[src/rtl/i2c_target_pkg.sv]
// Shared types for the legacy I2C target: FSM state encoding and ACK/NACK bit levels.
// No logic here; no latency or backpressure.
package i2c_target_pkg;

  typedef enum logic [2:0] {
    IDLE,
    ADDR,
    ADDR_ACK,
    WR_BYTE,
    WR_ACK,
    RD_BYTE,
    RD_ACK,
    WAIT_STOP
  } state_e;

  localparam logic ACK  = 1'b0;
  localparam logic NACK = 1'b1;

endpackage

[src/rtl/i2c_bus_monitor.sv]
// Synchronises SCL/SDA pads and emits 1-cycle scl_rise/scl_fall/start_det/stop_det pulses.
// Pulses appear SYNC_STAGES cycles after a pin edge; no backpressure, the bus cannot be stalled.
module i2c_bus_monitor #(
  parameter int SYNC_STAGES = 2
) (
  input  logic clk_i,
  input  logic rst_i,
  input  logic scl_i,
  input  logic sda_i,
  output logic scl_rise,
  output logic scl_fall,
  output logic start_det,
  output logic stop_det,
  output logic sda
);

  logic [SYNC_STAGES-1:0] scl_sync;
  logic [SYNC_STAGES-1:0] sda_sync;
  logic                   scl_prev;
  logic                   sda_prev;
  logic                   scl_s;
  logic                   scl_held_high;

  // Flops reset to 1 so an idle (pulled-up) bus shows no edges out of reset.
  always_ff @(posedge clk_i or posedge rst_i) begin
    if (rst_i) begin
      scl_sync <= '1;
      sda_sync <= '1;
      scl_prev <= 1'b1;
      sda_prev <= 1'b1;
    end else begin
      scl_sync <= {scl_sync[SYNC_STAGES-2:0], scl_i};
      sda_sync <= {sda_sync[SYNC_STAGES-2:0], sda_i};
      scl_prev <= scl_sync[SYNC_STAGES-1];
      sda_prev <= sda_sync[SYNC_STAGES-1];
    end
  end

  assign scl_s = scl_sync[SYNC_STAGES-1];
  assign sda   = sda_sync[SYNC_STAGES-1];

  // SDA moving in the same sample as SCL is treated as an SCL edge only.
  assign scl_held_high = scl_s & scl_prev;
  assign scl_rise      = scl_s & ~scl_prev;
  assign scl_fall      = ~scl_s & scl_prev;
  assign start_det     = scl_held_high & sda_prev & ~sda;
  assign stop_det      = scl_held_high & ~sda_prev & sda;

endmodule

[src/rtl/i2c_legacy_target.sv]
// Open-drain I2C target with a small byte register file supporting pointer-addressed writes and reads.
// sda_oe moves SYNC_STAGES+1 clk_i cycles after an SCL fall pin edge; the target never stretches SCL.
module i2c_legacy_target
  import i2c_target_pkg::*;
#(
  parameter logic [6:0] TARGET_ADDR = 7'h50,
  parameter int         NUM_REGS    = 16,
  parameter int         SYNC_STAGES = 2
) (
  input  logic                        clk_i,
  input  logic                        rst_i,
  input  logic                        scl_i,
  input  logic                        sda_i,
  output logic                        sda_o,
  output logic                        sda_oe,
  output logic                        busy_o,
  output logic                        wr_pulse_o,
  output logic [$clog2(NUM_REGS)-1:0] wr_idx_o,
  output logic [7:0]                  wr_data_o,
  input  logic [$clog2(NUM_REGS)-1:0] rd_idx_i,
  output logic [7:0]                  rd_data_o
);

  localparam int              PW      = $clog2(NUM_REGS);
  localparam logic [PW-1:0]   PTR_ONE = PW'(1);

  logic scl_rise, scl_fall, start_det, stop_det, sda;

  i2c_bus_monitor #(.SYNC_STAGES(SYNC_STAGES)) u_mon (
    .clk_i     (clk_i),
    .rst_i     (rst_i),
    .scl_i     (scl_i),
    .sda_i     (sda_i),
    .scl_rise  (scl_rise),
    .scl_fall  (scl_fall),
    .start_det (start_det),
    .stop_det  (stop_det),
    .sda       (sda)
  );

  state_e        state_q, state_d;
  logic [3:0]    cnt_q, cnt_d;
  logic [7:0]    shreg_q, shreg_d;
  logic          rw_q, rw_d;
  logic          first_q, first_d;
  logic          oe_q, oe_d;
  logic          busy_q, busy_d;
  logic [PW-1:0] ptr_q, ptr_d, ptr_inc;
  logic [7:0]    regs_q [NUM_REGS];
  logic [7:0]    rx_byte;
  logic          wr_en;

  assign rx_byte = {shreg_q[6:0], sda};
  assign ptr_inc = ptr_q + PTR_ONE;

  always_comb begin
    state_d = state_q;
    cnt_d   = cnt_q;
    shreg_d = shreg_q;
    rw_d    = rw_q;
    first_d = first_q;
    oe_d    = oe_q;
    busy_d  = busy_q;
    ptr_d   = ptr_q;
    wr_en   = 1'b0;
    if (stop_det) begin
      state_d = IDLE;
      oe_d    = 1'b0;
      busy_d  = 1'b0;
    end else if (start_det) begin
      state_d = ADDR;
      cnt_d   = '0;
      oe_d    = 1'b0;
      busy_d  = 1'b0;
    end else begin
      case (state_q)
        ADDR: if (scl_rise) begin
          shreg_d = rx_byte;
          cnt_d   = cnt_q + 4'd1;
          if (cnt_q == 4'd7) begin
            cnt_d   = '0;
            rw_d    = sda;
            state_d = (rx_byte[7:1] == TARGET_ADDR) ? ADDR_ACK : WAIT_STOP;
          end
        end
        // oe_q doubles as the phase flag: first fall drives ACK, second fall leaves.
        ADDR_ACK: if (scl_fall) begin
          if (!oe_q) begin
            oe_d   = 1'b1;
            busy_d = 1'b1;
          end else if (!rw_q) begin
            state_d = WR_BYTE;
            oe_d    = 1'b0;
            first_d = 1'b1;
            cnt_d   = '0;
          end else begin
            state_d = RD_BYTE;
            shreg_d = {regs_q[ptr_q][6:0], 1'b0};
            oe_d    = ~regs_q[ptr_q][7];
            cnt_d   = 4'd1;
          end
        end
        WR_BYTE: if (scl_rise) begin
          shreg_d = rx_byte;
          cnt_d   = cnt_q + 4'd1;
          if (cnt_q == 4'd7) begin
            state_d = WR_ACK;
            cnt_d   = '0;
            first_d = 1'b0;
            if (first_q) begin
              ptr_d = rx_byte[PW-1:0];
            end else begin
              wr_en = 1'b1;
              ptr_d = ptr_inc;
            end
          end
        end
        WR_ACK: if (scl_fall) begin
          if (!oe_q) begin
            oe_d = 1'b1;
          end else begin
            oe_d    = 1'b0;
            state_d = WR_BYTE;
            cnt_d   = '0;
          end
        end
        // cnt counts bits already put on the bus; 8 means the byte is done.
        RD_BYTE: if (scl_fall) begin
          if (cnt_q == 4'd8) begin
            oe_d    = 1'b0;
            state_d = RD_ACK;
          end else begin
            oe_d    = ~shreg_q[7];
            shreg_d = {shreg_q[6:0], 1'b0};
            cnt_d   = cnt_q + 4'd1;
          end
        end
        RD_ACK: if (scl_rise) begin
          case (sda)
            ACK: begin
              ptr_d   = ptr_inc;
              shreg_d = regs_q[ptr_inc];
              cnt_d   = '0;
              state_d = RD_BYTE;
            end
            NACK: state_d = WAIT_STOP;
          endcase
        end
        default: ;
      endcase
    end
  end

  always_ff @(posedge clk_i or posedge rst_i) begin
    if (rst_i) begin
      state_q    <= IDLE;
      cnt_q      <= '0;
      shreg_q    <= '0;
      rw_q       <= 1'b0;
      first_q    <= 1'b0;
      oe_q       <= 1'b0;
      busy_q     <= 1'b0;
      ptr_q      <= '0;
      wr_pulse_o <= 1'b0;
      wr_idx_o   <= '0;
      wr_data_o  <= '0;
    end else begin
      state_q    <= state_d;
      cnt_q      <= cnt_d;
      shreg_q    <= shreg_d;
      rw_q       <= rw_d;
      first_q    <= first_d;
      oe_q       <= oe_d;
      busy_q     <= busy_d;
      ptr_q      <= ptr_d;
      wr_pulse_o <= wr_en;
      if (wr_en) begin
        wr_idx_o  <= ptr_q;
        wr_data_o <= rx_byte;
      end
    end
  end

  always_ff @(posedge clk_i or posedge rst_i) begin
    if (rst_i) begin
      for (int i = 0; i < NUM_REGS; i++) regs_q[i] <= '0;
    end else if (wr_en) begin
      regs_q[ptr_q] <= rx_byte;
    end
  end

  assign sda_o     = 1'b0;
  assign sda_oe    = oe_q;
  assign busy_o    = busy_q;
  assign rd_data_o = regs_q[rd_idx_i];

endmodule
[config.mk]
export PLATFORM = sky130hd
export DESIGN_NAME = i2c_legacy_target
export DESIGN_NICKNAME = d
export VERILOG_FILES = /design/src/rtl/i2c_target_pkg.sv /design/src/rtl/i2c_bus_monitor.sv /design/src/rtl/i2c_legacy_target.sv
export SDC_FILE = /design/constraint.sdc
export NUM_CORES = 1
export LEC_CHECK = 0
export ABC_AREA = 0
export CAP_MARGIN = 20
export CORE_UTILIZATION = 45
export CTS_CLUSTER_DIAMETER = 150
export DETAILED_ROUTE_END_ITERATION = 8
export PLACE_DENSITY = 0.7
export SYNTH_ARGS = -nofsm -noshare
export SYNTH_HDL_FRONTEND = slang
export SYNTH_SLANG_ARGS = --single-unit
export TNS_END_PERCENT = 50
[constraint.sdc]
create_clock -name clk_i -period 12.43 [get_ports clk_i]
set_input_delay 2.486 -clock clk_i [delete_from_list [all_inputs] [get_ports clk_i]]
set_output_delay 2.486 -clock clk_i [all_outputs]
set_load 0.05 [all_outputs]
## Word level (Yosys, flattened, before mapping)

Index checks and enable logic that the tools add are counted.

- Add/sub/neg operators: 2
- Bitwise gates (word level): 18
- $lt $le $gt $ge: 4
- Muxes and demuxes: 84
- Equality and inequality tests: 41
- Reduce and logical (&&, ||, !) cells: 18

Operators with widths:

| kind | count |
|---|---|
| 128-bit bitwise mux | 1 |
| 8-bit 2-to-1 mux | 15 |
| 8-bit binary-select mux with 4-bit select | 3 |
| 4-bit 2-to-1 mux | 16 |
| 3-bit 2-to-1 mux | 15 |
| 4-bit inequality test (second input constant) | 11 |
| 8-bit demux with 4-bit select | 1 |
| 8-bit one-hot mux with 4 select lines | 1 |
| 3-bit inequality test (second input constant) | 9 |
| 1-bit 2-to-1 mux | 26 |
| 11-bit AND reduction | 2 |
| 2-bit inequality test (second input constant) | 10 |
| 4-bit one-hot mux with 5 select lines | 1 |
| 3-bit one-hot mux with 6 select lines | 1 |
| 5-bit >= comparator (second input constant) | 3 |
| 4-bit NOT with 5-bit output | 3 |
| 12-bit AND reduction | 1 |
| 3-bit equality test (second input constant) | 3 |
| 4-bit by 1-bit adder with 4-bit output (second input constant) | 2 |
| 1-bit NOT | 8 |
| 4-bit one-hot mux with 2 select lines | 1 |
| 8-bit AND reduction | 1 |
| 8-bit nonzero test | 1 |
| 1-bit bitwise AND | 7 |
| 22 further kinds | 25 |

- Register bits: 170
- Bits of input ports: 8
- Logic and storage cells: 198

## Longest topological paths before layout

Gate-level depths: netlist (run 1).

- Depth after elaboration: 11
- Mapped depth: 12
- Mapped depth without buffers: 7

## Hierarchy

From an unflattened synthesis (run 1), not the netlist that was laid out.

- Cell total of the unflattened synthesis: 752
- Area total of the unflattened synthesis: 10214.8 µm²

Modules (own cells, without submodules):

| module | area each (µm²) | seq. area each (µm²) | times used | cells each |
|---|---|---|---|---|
| i2c_legacy_target | 10020.9 | 4103.9 | 1 | 741 |
| i2c_bus_monitor | 193.9 | 157.7 | 1 | 11 |

## Least setup slack after synthesis (run 1)

OpenSTA, ideal clock, no wires.

- Path kind: input to output
- From: in rd_idx_i[0]
- To: out rd_data_o[3]
- Buffers on the path: 2
- Path slack: 5.653 ns
- Stages on the path: 4
- Data arrival time: 4.291 ns
- Path through: clkbuf_1 buf_1 mux4_2 mux4_2

- Cells in the longest elaborated chain, start to end: 4

Ends and longest elaborated chain:

| item | line | RTL |
|---|---|---|
| start, declared | i2c_legacy_target.sv:20 | `input logic [$clog2(NUM_REGS)-1:0] rd_idx_i,` |
| 4-bit NOT with 5-bit output (implied by the code) | i2c_legacy_target.sv:195 | `assign rd_data_o = regs_q[rd_idx_i];` |
| 8-bit binary-select mux with 4-bit select | i2c_legacy_target.sv:195 |  |
| 8-bit 2-to-1 mux (implied by the code) (2 in series) | i2c_legacy_target.sv:195 |  |
| end, declared | i2c_legacy_target.sv:21 | `output logic [7:0] rd_data_o` |

Every way passes these cells. The select of a mux whose other input is x is not followed.

## Final worst setup path (run 1)

- From: in rd_idx_i[1]
- To: out rd_data_o[0]

The elaborated chain is that of the path after synthesis.

==> metrics.csv, run 1 <==
stage,metric,value,unit
outcome,status,completed,
critical_path,crit_type,input pin to output pin,
clocking,cts_buffers,17,
final_layout,stdcell_count,1046,
yosys,synth.mux.area_fraction,0.389,
yosys,synth_edf_count,0,
critical_path,end_kind,output pin,
drt,drt_drc_violations_left,0,
critical_path,path_delay_family,buffers and inverters,
yosys,ys_seq_area_frac,0.410,
clocking,h-tree-depth,4,
yosys,yosysMostFrequentCell,dfrtp_1,
grt,antenna_found_initial,0,
sta,worst_slack,4970,ps
final_layout,fillerInstances,1921,
clocking,clk_pin_slew,70,ps
clocking,cts_tree,done,
critical_path,cp.required,9940,ps
clocking,cts.sinks,170,
final_layout,layout-drive-gt1-share,0.373,
floorplan,start_util,0.459,
final_layout,n_antenna_cell,0,
grt,grt_max_degree,90,
yosys,synthTopCellsByCount,"dfrtp_1, mux2_2, mux4_2",
critical_path,crit_fanout,32,
clocking,cts_setup_buffers,0,
floorplan,die_x,154,um
yosys,ys.flop_type,dfrtp_1,
yosys,yosys_warnings,0,
critical_path,crit_chain,"buf_2, mux4_2, mux4_2, clkdlybuf4s50_1",
drt,wl_per_cell,27.4,um
placed_design,gp_congestion,0.852,
sta,hold_violations,0,
sta,slew_violations,0,
critical_path,cp_data_arrival_time,4970,ps
placed_design,io_buffers,30,
sta,setup_viol,0,
run,maxCapViolCount,0,
placed_design,post-place-ws,4760,ps
final_layout,area_growth,9.24,%
yosys,synth_compound_area_frac,0.0690,
critical_path,cp_common_cell,mux4_2,
yosys,synthCells,770,
critical_path,slowest_delay,710,ps
critical_path,cpMaxStageDelayCell,clkdlybuf4s50_1,
yosys,synth.net_count,784,
yosys,synth_top_area_frac,0.395,
yosys,synthSimpleGateAreaFrac,0.0807,
clocking,cts_resized,0,
critical_path,critPathLaunchType,input pin,
sta,fin_crit_sh,0.600,
floorplan,rows,55,
pwr,ir_drop,0.0737,mV
yosys,yosys.area.top_type,dfrtp_1,
final_layout,nets,763,
floorplan,die-height,154,um
drt,drt_iter0_drc,775,
grt,grt_overflow,0,
worst_hold_path,holdCritPathClass,flop to flop,
yosys,ys_ff_latch,170,
yosys,synth_top_family_by_area,multiplexers,
pwr,p_leak,0.00489,uW
drt,dr.pass1.iters,5,
critical_path,cp_num_buf_inv,2,
drt,drt_wl_total,28600,um
grt,grt_first_pass_wirelength,44700,um
drt,vias,7204,
placed_design,hpwlAfterDp,17500,um
yosys,syn-cell-area,10400,um^2
yosys,synthArstFlopShare,1.00,
sta,tns,0,ps
sta,rsz0062_at_grt,no,
grt,grt_usage,0.253,
floorplan,core-area,22600,um^2
drt,drtAntennaViolNets,0,
sta,tightest_slew,1110,ps
yosys,ys_top_cells_by_area,"dfrtp_1, mux4_2, mux2_2",
pwr,power,1800,uW
sta,maxClockFrequency,134,MHz
yosys,synth_fa_ha_area_frac,0.00723,
yosys,synth_xor_area_frac,0.00253,
floorplan,die_area,23700,um^2
grt,grt_pass1_vias,7147,
clocking,clk_latency,440,ps
clocking,cts.path.max_buffers,2,
clocking,postCtsHoldBufs,0,
sta,final.min_clock_period,7460,ps
yosys,synth_cell_types,61,
sta,worst_slew_margin_rel,0.255,
placed_design,placed_cells,1012,
pwr,p_per_area,159,nW/um^2
sta,finalClockSkew,13.1,ps
drt,routed_via_density,6.89,
floorplan,ioPinCount,32,
yosys,avgSynthCellArea,13.5,um^2
clocking,clockRootBuffer,clkbuf_16,
-- cell families (layout without fill, tap and decap cells) --
logic type | count (synthesis) | after routing
other cells | 1 | 1
xor+xnor | 3 | 3
compound gates | 99 | 99
mux | 255 | 255
buf+inv | 96 | 87
simple gates | 140 | 140
flops | 170 | 170
fa+ha+maj | 6 | 6
-- where the power goes --
group | leakage, uW | switching, uW | internal, uW
Clock | 0.000268 | 244 | 260
Combinational | 0.00231 | 358 | 233
Sequential | 0.00232 | 112 | 595
-- layout by cell type, fill, tap and decap left out, drive strengths merged, types with 7 or more instances in the layout --
cell type and n:
dfrtp 164, mux2 145, mux4 104, clkdlybuf4s50 28
and3 20, nand4 20, a22oi 20, nand2 19
inv 19, clkbuf 18, buf 16, nor2 15
nand3 14, a21oi 14, o21ai 13, nor2b 9
o22a 8, nand2b 7
-- registers in the layout, indices dropped and copies added, names as in the netlist, 3 cells and up --
signal / cells
cnt_q: 4
ptr_q: 4
wr_data_o: 8
shreg_q: 8
regs_q: 128
wr_idx_o: 4
state_q: 3
-- metal layers --
layer	wire length, um	up-vias	GRT usage
li1	-	2990	-
met1	11800	3770	0.345
met2	13500	369	0.391
met3	2250	75	0.0567
met4	1060	0	0.110
met5	0	-	0
-- area by class of cell --
cell class,count,area (um^2),share of cell area
timing repair buffer,44,428,0.0377
inverter,12,50.0,0.00441
clock buffer,18,429,0.0378
tap,285,357,0.0314
multi-input combinational,504,5710,0.503
clock inverter,13,109,0.00959
sequential,170,4260,0.376
-- through the flow --
step           instance area, um^2  hold WS, ps  utilization
3_5_place_dp                 10800          347        0.475
2_1_floorplan                10400          345            -
3_3_place_gp                 10800          352        0.475
6_report                     11300          356        0.501
5_1_grt                      11300          359        0.501
4_1_cts                      11300          356        0.499
-- final timing paths --
kind | from | end | slack, ps | cells past startpoint
worst max-delay path | rd_idx_i[1] | rd_data_o[0] | 4970 | 4
worst min-delay path | u_mon.scl_sync[0]$_DFF_PP1_ | u_mon.scl_sync[1]$_DFF_PP1_ | 360 | 0
worst max register to register | ptr_q[0]$_DFFE_PP0P_ | shreg_q[1]$_DFFE_PP0P_ | 8610 | 8
worst min register to register | u_mon.scl_sync[0]$_DFF_PP1_ | u_mon.scl_sync[1]$_DFF_PP1_ | 360 | 0
max in group asynchronous | rst_i | shreg_q[1]$_DFFE_PP0P_ | 8560 | 4
min in group asynchronous | rst_i | regs_q[0]$_DFFE_PP0P_ | 2580 | 2
No activity file was read; power rests on OpenSTA's default activity.
==> run 2, diff against run 1 <==
- PLACE_DENSITY: 0.7 -> 0.73
- clock period: 12.43 -> 6.4 ns (I/O delays scaled with it)
==> metrics.csv, run 2 (synthesized netlist as in run 1, its figures left out) <==
stage,metric,value,unit,change
outcome,status,completed,,
clocking,clockRootBuffer,clkbuf_16,,
sta,final.min_clock_period,5190,ps,
pwr,intPower,2120,uW,+95%
final_layout,most-common-layout-cells,"dfrtp_1, mux2_2, mux4_2",,
run,maxCapViolCount,0,,unchanged
pwr,clock_power_share,0.288,,+0.008
pwr,seqPwrFrac,0.406,,+0.014
clocking,cts_resized,0,,unchanged
clocking,cts.sinks,170,,unchanged
pwr,switching_share,0.401,,+0.00469
clocking,clk_pin_slew,70,ps,about the same
worst_hold_path,holdCritPathClass,flop to flop,,
drt,drt_wl_total,28500,um,-0.66%
drt,vias,7326,,+1.7%
placed_design,hpwlAfterDp,17500,um,+0.17%
placed_design,gp_congestion,0.883,,+3.5%
pwr,ir_drop,0.172,mV,+130%
floorplan,start_util,0.459,,unchanged
final_layout,regMostFlops,regs_q,,
clocking,cts_buffers,17,,unchanged
floorplan,die_x,154,um,unchanged
sta,fin_crit_sh,0.811,,
floorplan,core-area,22600,um^2,unchanged
final_layout,area_growth,9.28,%,about the same
floorplan,ioPinCount,32,,unchanged
critical_path,end_kind,output pin,,
clocking,postCtsHoldBufs,0,,unchanged
clocking,cts_tree,done,,
final_layout,multi_input_area,5710,um^2,unchanged
final_layout,largest_reg_flops,128,,unchanged
critical_path,crit_fanout,29,,-9.4%
drt,dr.pass1.iters,5,,unchanged
critical_path,cp.required,5120,ps,-4820 ps
drt,drt_drc_violations_left,0,,unchanged
clocking,cts_setup_buffers,0,,unchanged
critical_path,critPathLaunchType,input pin,,
grt,grt_overflow,0,,unchanged
sta,setup_viol,0,,unchanged
floorplan,rows,55,,unchanged
sta,hold_violations,0,,unchanged
clocking,h-tree-depth,4,,unchanged
sta,maxClockFrequency,193,MHz,
drt,drt_iter0_drc,715,,-7.7%
grt,grt_usage,0.249,,-0.00455
placed_design,io_buffers,30,,unchanged
sta,worst_slew_margin_rel,0.225,,-0.0299
drt,wl_per_cell,27.2,um,-0.56%
sta,slew_violations,0,,unchanged
clocking,cts.path.max_buffers,2,,unchanged
clocking,clk_latency,440,ps,about the same
critical_path,cp_data_arrival_time,3910,ps,-1060 ps
pwr,power_frac_comb,0.306,,-0.022
floorplan,die-height,154,um,unchanged
final_layout,final_common_cell,dfrtp_1,,
drt,drtAntennaViolNets,0,,unchanged
pwr,power,3530,uW,+96%
grt,grt_pass1_vias,7311,,+2.3%
pwr,p_per_area,311,nW/um^2,+96%
pwr,p_leak,0.00489,uW,about the same
final_layout,final_util,0.501,,about the same
critical_path,crit_type,input pin to output pin,,
pwr,p_sw,1420,uW,+98%
final_layout,reg_top3,"regs_q (128), shreg_q (8), wr_data_o (8)",,
sta,rsz0062_at_grt,no,,
sta,finalClockSkew,12.9,ps,-0.214 ps
final_layout,fillerInstances,1848,,-3.8%
grt,antenna_found_initial,0,,unchanged
final_layout,nets,761,,-0.26%
sta,tns,0,ps,unchanged
floorplan,die_area,23700,um^2,unchanged
final_layout,regArea,4260,um^2,unchanged
drt,routed_via_density,7.01,,+1.8%
grt,grt_first_pass_wirelength,44200,um,-1.3%
sta,tightest_slew,1150,ps,+44.5 ps
final_layout,n_antenna_cell,0,,unchanged
final_layout,layout-drive-gt1-share,0.374,,+0.000491
grt,grt_max_degree,115,,+28%
run 2: path summary, 6_finish.rpt:
kind	slack [ps]	startpoint	depth (start not counted)	endpoint
max	1210	rd_idx_i[0]	4	rd_data_o[5]
min	350	u_mon.scl_sync[0]$_DFF_PP1_	0	u_mon.scl_sync[1]$_DFF_PP1_
max reg2reg	2910	ptr_q[0]$_DFFE_PP0P_	7	shreg_q[1]$_DFFE_PP0P_
min reg2reg	350	u_mon.scl_sync[0]$_DFF_PP1_	0	u_mon.scl_sync[1]$_DFF_PP1_
max in group asynchronous	4130	rst_i	3	wr_pulse_o$_DFF_PP0_
min in group asynchronous	1260	rst_i	2	regs_q[0]$_DFFE_PP0P_
run 2: power groups by stage:
stage | logic, uW | clock network, uW | registers, uW
floorplan | 938 | 0 | 1270
global placement | 1040 | 0 | 1450
detailed placement | 1060 | 0 | 1450
CTS | 1060 | 1030 | 1430
global route | 1150 | 1070 | 1460
finish | 1080 | 1020 | 1440
run 2: metrics by stage:
stage	cells	worst slack, ps	instance area, um^2	hold slack [ps]
CTS	1045	1180	11300	355
floorplan	770	526	10400	345
global placement	1013	1240	10800	352
global route	1045	1070	11300	357
finish	1045	1210	11300	352
detailed placement	1013	1190	10800	348
run 2: worst max-delay path, cell delays in order:
cell and delay (ps):
buf_2 770, mux4_2 610, mux4_2 510, clkdlybuf4s50_1 720
run 2: area by class of cell:
type / instances / share of cell area
inverters: 12 / 0.00441
multi-input cells: 504 / 0.503
clock buffers: 17 / 0.0375
flip-flops and latches: 170 / 0.376
clock inverters: 15 / 0.0133
well taps: 285 / 0.0314
repair buffers: 42 / 0.0346
run 2: per-layer routing:
layer  track usage  wire length [um]  share of wire
met1         0.334             11400           0.40
met2         0.379             13400           0.47
met3        0.0516              2260          0.080
met4         0.139              1480          0.052
met5             0                 0              0
==> run 3, diff against run 2 <==
- clock period: 6.4 -> 4.3 ns (I/O delays scaled with it)
==> metrics.csv, run 3 (synthesized netlist as in run 1, its figures left out) <==
stage,metric,value,unit,change
outcome,status,completed,,
critical_path,r2r-end,shreg_q[1]$_DFFE_PP0P_,,
floorplan,die_x,154,um,unchanged
pwr,p_per_area,468,nW/um^2,+50%
sta,rsz0062_at_grt,no,,
drt,drt_wl_total,27900,um,-2.1%
sta,maxClockFrequency,286,MHz,
final_layout,fillerInstances,1890,,+2.3%
final_layout,reg_top3,"regs_q (128), shreg_q (8), wr_data_o (8)",,
floorplan,core-area,22600,um^2,unchanged
floorplan,start_util,0.459,,unchanged
final_layout,layout-drive-gt1-share,0.391,,+0.0177
clocking,cts_setup_buffers,0,,unchanged
critical_path,r2r_slack,1220,ps,-1690 ps
grt,grt_overflow,0,,unchanged
critical_path,r2r_cells,8,,+1
sta,tns,0,ps,unchanged
critical_path,crit_fanout,10,,-66%
critical_path,slowest_delay,520,ps,-250 ps
critical_path,cp_data_arrival_time,2640,ps,-1270 ps
drt,drtAntennaViolNets,0,,unchanged
sta,worst_slew_margin_rel,0.310,,+0.0857
final_layout,largest_reg_flops,128,,unchanged
drt,routed_via_density,6.82,,-2.7%
clocking,clk_pin_slew,70,ps,about the same
sta,setup_viol,0,,unchanged
clocking,h-tree-depth,4,,unchanged
sta,slew_violations,0,,unchanged
critical_path,cpMaxStageDelayCell,mux4_2,,
run,maxCapViolCount,0,,unchanged
clocking,postCtsHoldBufs,0,,unchanged
critical_path,crit_chain,"buf_2, buf_4, mux4_2, mux4_2, buf_4",,
grt,grt_max_degree,171,,+49%
final_layout,regMostFlops,regs_q,,
floorplan,die_area,23700,um^2,unchanged
clocking,clk_latency,440,ps,about the same
critical_path,crit_start,rd_idx_i[0],,
placed_design,postPlaceCellArea,10800,um^2,+0.41%
critical_path,cp_num_buf_inv,3,,+1
final_layout,fin_area,11400,um^2,+0.71%
floorplan,rows,55,,unchanged
critical_path,path_depth,5,,+1
critical_path,endpoint,rd_data_o[1],,
critical_path,r2r-start,ptr_q[1]$_DFFE_PP0P_,,
sta,tightest_slew,1030,ps,-121 ps
sta,final.min_clock_period,3500,ps,
final_layout,nets,770,,+1.2%
critical_path,crit_type,input pin to output pin,,
clocking,clockRootBuffer,clkbuf_16,,
placed_design,hpwlAfterDp,17400,um,-0.52%
drt,drt_iter0_drc,762,,+6.6%
drt,dr.pass1.iters,5,,unchanged
sta,finalClockSkew,11.7,ps,-1.15 ps
grt,grt_first_pass_wirelength,43500,um,-1.5%
grt,grt_pass1_vias,7059,,-3.4%
sta,fin_crit_sh,0.814,,
grt,grt_usage,0.247,,-0.00234
critical_path,cp.required,3440,ps,-1680 ps
sta,hold_violations,0,,unchanged
final_layout,most-common-layout-cells,"dfrtp_1, mux2_2, mux4_2",,
clocking,cts_resized,0,,unchanged
pwr,ir_drop,0.240,mV,+40%
worst_hold_path,holdCritPathClass,flop to flop,,
floorplan,ioPinCount,32,,unchanged
final_layout,n_antenna_cell,0,,unchanged
drt,drt_drc_violations_left,0,,unchanged
critical_path,path_delay_family,multiplexers,,
drt,vias,7186,,-1.9%
final_layout,area_growth,10.0,%,
placed_design,gp_congestion,0.855,,-3.1%
clocking,cts.sinks,170,,unchanged
clocking,cts_buffers,17,,unchanged
clocking,cts.path.max_buffers,2,,unchanged
pwr,p_leak,0.00495,uW,+1.3%
final_layout,final_common_cell,dfrtp_1,,
floorplan,die-height,154,um,unchanged
clocking,cts_tree,done,,
drt,wl_per_cell,26.4,um,-2.9%
critical_path,end_kind,output pin,,
critical_path,critPathLaunchType,input pin,,
grt,antenna_found_initial,0,,unchanged
placed_design,io_buffers,30,,unchanged
==> run 3: worst min-delay path by stage <==
| stage | start | endpoint | cells past startpoint |
|---|---|---|---|
| global placement | u_mon.scl_sync[0]$_DFF_PP1_ | u_mon.scl_sync[1]$_DFF_PP1_ | 0 |
| CTS | u_mon.scl_sync[0]$_DFF_PP1_ | u_mon.scl_sync[1]$_DFF_PP1_ | 0 |
| finish | u_mon.scl_sync[0]$_DFF_PP1_ | u_mon.scl_sync[1]$_DFF_PP1_ | 0 |
| global route | u_mon.scl_sync[0]$_DFF_PP1_ | u_mon.scl_sync[1]$_DFF_PP1_ | 0 |
| floorplan | u_mon.scl_sync[0]$_DFF_PP1_ | u_mon.scl_sync[1]$_DFF_PP1_ | 0 |
| detailed placement | u_mon.scl_sync[0]$_DFF_PP1_ | u_mon.scl_sync[1]$_DFF_PP1_ | 0 |
==> run 3: layout make-up <==
cell class | count | area [um^2] | area share
tap | 285 | 357 | 0.0312
multi-input combinational | 504 | 5710 | 0.500
sequential | 170 | 4260 | 0.373
inverter | 12 | 48.8 | 0.00427
timing repair buffer | 51 | 453 | 0.0396
clock buffer | 18 | 439 | 0.0384
clock inverter | 14 | 159 | 0.0139
==> run 3: report_power, final <==
group / leakage [uW] / switching (uW) / internal, uW
registers: 0.00232 / 351 / 1720
clock network: 0.000284 / 740 / 839
logic: 0.00235 / 1010 / 691
total: 0.00495 / 2100 / 3250
==> run 3: stage by stage <==
step / std cells / hold WS (ps) / power (uW) / setup slack [ps] / utilization
after floorplan: 770 / 345 / 3290 / 775 / -
after global placement: 1020 / 350 / 3720 / 808 / 0.478
after detailed placement: 1020 / 348 / 3750 / 805 / 0.478
after CTS: 1052 / 367 / 5320 / 795 / 0.504
after global routing: 1054 / 370 / 5590 / 756 / 0.505
final: 1054 / 357 / 5350 / 798 / 0.505
==> run 3: worst reg2reg max path: stages (launching register included) <==
cell	delay (ps)
dfrtp_2	370
buf_4	520
inv_1	170
ha_1	330
buf_4	330
mux4_2	570
a22o_1	220
a2111oi_2	340
a31oi_1	120
==> run 3: layer usage <==
| metal | global-route usage | up-vias | part of all wire |
|---|---|---|---|
| met3 | 0.0665 | 70 | 0.091 |
| met2 | 0.371 | 392 | 0.47 |
| li1 | - | 2998 | - |
| met4 | 0.0971 | 0 | 0.032 |
| met1 | 0.340 | 3726 | 0.41 |
| met5 | 0 | - | 0 |
==> variant 1 (flow settings as in run 3) <==
Remove the register `wr_pulse_o`: a continuous assignment takes its place, so the output `wr_pulse_o` follows one clock earlier.
--- a/src/rtl/i2c_legacy_target.sv
+++ b/src/rtl/i2c_legacy_target.sv
@@ -162,5 +162,4 @@
       busy_q     <= 1'b0;
       ptr_q      <= '0;
-      wr_pulse_o <= 1'b0;
       wr_idx_o   <= '0;
       wr_data_o  <= '0;
@@ -174,5 +173,4 @@
       busy_q     <= busy_d;
       ptr_q      <= ptr_d;
-      wr_pulse_o <= wr_en;
       if (wr_en) begin
         wr_idx_o  <= ptr_q;
@@ -181,4 +179,6 @@
     end
   end
+
+  assign wr_pulse_o = wr_en;
 
   always_ff @(posedge clk_i or posedge rst_i) begin
Formal check against the unedited RTL: same outputs for any inputs over 10 cycles, from zero or initial values and one cycle with rst_i high; that may be too few to reach the edited logic, so the function may still have changed.
==> variant 1 against run 3 <==
The flow now finishes with violations (DRC). Cell area decreased by 0.74%. Worst setup slack got worse by 0.33 ns. Area after synthesis decreased by 0.24%. Total power decreased by 1.8%. Routed wire length increased by 0.69%. Sequential cell count decreased by 1. Count of clock-buffer cells in the layout increased by 1. Cell count decreased by 0.66%. Non-clock buffer count decreased by 2. Critical endpoint unchanged. Highest routed layer unchanged.
==> variant 1: results (changes against run 3) <==
post-synthesis sequential area ratio=0.409 (was 0.410); GP Congestion=0.896 (was 0.855); layout cell share with drive strength beyond 1=0.385 (was 0.391); Pre-antenna DRT Iters=9 (was 5); DP Area=10,800 um2 (about the same); first-pass GRT wire length=44,000 um (was 43,500 um); largest net degree at the start of global routing=170 (was 171); WHS=0.356 ns (was 0.357 ns); Worst path max stage delay=0.71 ns (was 0.52 ns); placed cells=1,019 (was 1,020); status=finished with violations (was completed); syn nets=783 (was 784); mean number of vias per cell=6.90 (was 6.82); Post-Place Setup Slack=0.450 ns (was 0.805 ns); Iteration-0 DRC Markers=857 (was 762); Max Clock Skew=0.0138 ns (was 0.0117 ns); reported leakage power=4.90 nW (was 4.95 nW); DRC=3 (was 0); Layout fillers=1,875 (was 1,890); Worst R2R Setup Slack=1.09 ns (was 1.22 ns); Total GRT Usage=0.249 (was 0.247); Die X=154 um (about the same); final hold vios=0 (unchanged); wire length on met3=2440 um (was 2540 um); RR Endpoint=shreg_q[2] (was shreg_q[1]); Detailed Route WL=28,100 um (was 27,900 um); failing checks=DRC; Arrival @ worst endpoint=2.97 ns (was 2.64 ns); CP max-delay cell=clkdlybuf4s50_1 (was mux4_2); max_slew headroom=0.312 (was 0.310); R2R cell count=7 (was 8); minimum clock period=3.83 ns (was 3.50 ns); reg-to-reg startpoint=ptr_q[0] (was ptr_q[1]); Syn Area/Cell=13.5 um2 (about the same); WHS Endpoint=u_mon.sda_sync[1] (was u_mon.scl_sync[1]); Max VDD drop=286 uV (was 240 uV); Hold Crit Start=u_mon.sda_sync[0] (was u_mon.scl_sync[0]); Worst Path Max Fanout=13 (was 10); top cells by area, synth=dfrtp_1, mux4_2, mux2_2 (unchanged); Detailed Place HPWL=17,900 um (was 17,400 um); routed via count=7,226 (was 7,186); metal1 wirelength=11,200 um (was 11,400 um); met2 wire len=13,300 um (was 13,100 um)
==> variant 1: kinds of logic after synthesis <==
logic type                 synth area share
AOI/OAI and AO/OA                    0.0692
muxes                                 0.389
and+or+nand+nor                      0.0809
xor gates and xnor gates            0.00254
other                              0.000362
buffers and inverters                0.0414
adders and majority gates           0.00725
DFF                                   0.409
==> variant 1: power by group <==
part | internal [mW] | switching (mW)
clock network | 0.864 | 0.637
logic | 0.682 | 1.04
registers | 1.71 | 0.329
==> variant 1: layer usage <==
layer / vias up / global-route usage
met5: - / 0
met4: 0 / 0.101
met3: 77 / 0.0575
met2: 395 / 0.384
met1: 3769 / 0.342
li1: 2985 / -
==> variant 1: area by class of cell <==
class | instances | area share
inverter | 12 | 0.00430
tap | 285 | 0.0314
timing repair buffer | 49 | 0.0377
sequential | 169 | 0.374
clock inverter | 9 | 0.0106
clock buffer | 19 | 0.0390
multi-input combinational | 504 | 0.503
==> variant 2 (settings of run 3) <==
Without the edit above. `NUM_REGS`: 16 -> 32.
--- a/src/rtl/i2c_legacy_target.sv
+++ b/src/rtl/i2c_legacy_target.sv
@@ -5,5 +5,5 @@
 #(
   parameter logic [6:0] TARGET_ADDR = 7'h50,
-  parameter int         NUM_REGS    = 16,
+  parameter int         NUM_REGS    = 32,
   parameter int         SYNC_STAGES = 2
 ) (
Ports: changed (resized rd_idx_i and wr_idx_o); port bits go from 32 to 34. The function was not compared with the original's and may differ.
==> variant 2 against run 3 <==
Worst setup slack worse by 0.28 ns. Total power up 73%. Routed wire length up 100%. Clock skew up 0.013 ns. Sequential power up 53%. Cell area up 77%. Area after synthesis up 78%. Sequential cell count up 130. Critical path depth up 1. First-iteration DRC count up 120%. Critical path type unchanged. Largest power group is now combinational logic.
==> variant 2: results (changes against run 3) <==
status=completed (unchanged); first-pass GRT wire length=84,900 um (was 43,500 um); metal1 wirelength=21,800 um (was 11,400 um); mux share of post-synthesis cell area=0.437 (was 0.389); Worst R2R Setup Slack=0.96 ns (was 1.22 ns); post-CTS sizing=0 (unchanged); Iteration-0 DRC Markers=1,700 (was 762); Max VDD drop=413 uV (was 240 uV); Worst Path Max Fanout=32 (was 10); Synth Area in XOR/XNOR=0.00529 (was 0.00253); Clock Latency Late Sink=0.54 ns (was 0.44 ns); Detailed Place HPWL=38,300 um (was 17,400 um); Netlist cell types=73 (was 61); IO Port Bufs=32 (was 30); Top Registers=regs_q (256), shreg_q (8), wr_data_o (8) (was regs_q (128), shreg_q (8), wr_data_o (8)); top cells by area, synth=dfrtp_1, mux4_2, mux2_2 (unchanged); Num CTS Buffers=35 (was 17); DP Area=19,200 um2 (was 10,800 um2); total of warnings raised by yosys=0 (unchanged); uppermost layer routed=met5 (was met4); actual slew at the worst max-slew pin=1.05 ns (was 1.03 ns); RR Endpoint=shreg_q[3] (was shreg_q[1]); Final #Nets=1,322 (was 770); Remaining Overflow, GRT=0 (unchanged); routed via count=13,000 (was 7,186); reported leakage power=8.81 nW (was 4.95 nW); Clock transition at path regs=0.06 ns; initial antenna violation count=1 (was 0); Hold WC Path Type=register to register (unchanged); Longest Clk Path Bufs=3 (was 2); layout cell share with drive strength beyond 1=0.449 (was 0.391); vias in the first global route=13,000 (was 7,059); Pre-antenna DRT Iters=6 (was 5); Post-CTS Setup Bufs=0 (unchanged); Total GRT Usage=0.275 (was 0.247); R2R cell count=7 (was 8); Adder-Cell Fraction of Synth Area=0.00407 (was 0.00723); Post-Place Setup Slack=0.508 ns (was 0.805 ns); post-synthesis sequential area ratio=0.407 (was 0.410); met2 wire len=25,500 um (was 13,100 um); reg-to-reg startpoint=ptr_q[0] (was ptr_q[1]); Arrival @ worst endpoint=2.92 ns (was 2.64 ns); WHS=0.355 ns (was 0.357 ns); compound-gate portion of the synthesized area=0.0444 (was 0.0690); Hold Crit Start=u_mon.scl_sync[0] (unchanged); largest net degree at the start of global routing=108 (was 171); CTS H-tree lvls=2 (was 4); wire length on met3=6210 um (was 2540 um); Max Clock Skew=0.0247 ns (was 0.0117 ns); wire length per cell=30.2 um (was 26.4 um); GP Congestion=0.942 (was 0.855); most frequent cells after synthesis=dfrtp_1, mux2_2, mux4_2 (unchanged)
-- variant 2: layer usage --
layer / GRT usage / vias to the layer above
li1: - / 5173
met1: 0.376 / 6810
met2: 0.414 / 820
met3: 0.0762 / 188
met4: 0.110 / 2
met5: 0 / -
-- variant 2: critical path: stages --
cell	delay, ns
buf_4	0.21
buf_12	0.27
mux4_2	0.55
mux4_2	0.50
mux2_2	0.31
buf_4	0.20
-- variant 2: final cells by class --
cell class,count,area [um2]
Sequential cell,300,7520
Timing Repair Buffer,70,706
Fill cell,3362,19800
Multi-Input combinational cell,890,10200
Inverter,10,41.3
Clock buffer,50,982
Clock inverter,12,121
Tap cell,525,657
-- variant 2: worst max-delay path by stage --
stage                     start            to  slack (ns)  cells after the start
floorplan                 rst_i        busy_o       -0.54                      1
global placement    rd_idx_i[1]  rd_data_o[1]        0.56                      6
detailed placement  rd_idx_i[1]  rd_data_o[6]        0.51                      6
CTS                 rd_idx_i[1]  rd_data_o[6]        0.51                      6
global route        rd_idx_i[1]  rd_data_o[6]        0.46                      6
finish              rd_idx_i[1]  rd_data_o[6]        0.52                      6
-- variant 2: through the flow --
step           cells  total power, mW
2_1_floorplan   1332             5.43
3_3_place_gp    1795             6.29
3_5_place_dp    1795             6.35
4_1_cts         1857             9.25
5_1_grt         1857             9.60
6_report        1857             9.27
-- variant 2: power breakdown --
| group | internal [mW] | switching (mW) |
|---|---|---|
| Sequential | 2.94 | 0.234 |
| Clock | 1.67 | 1.23 |
| Combinational | 1.12 | 2.07 |
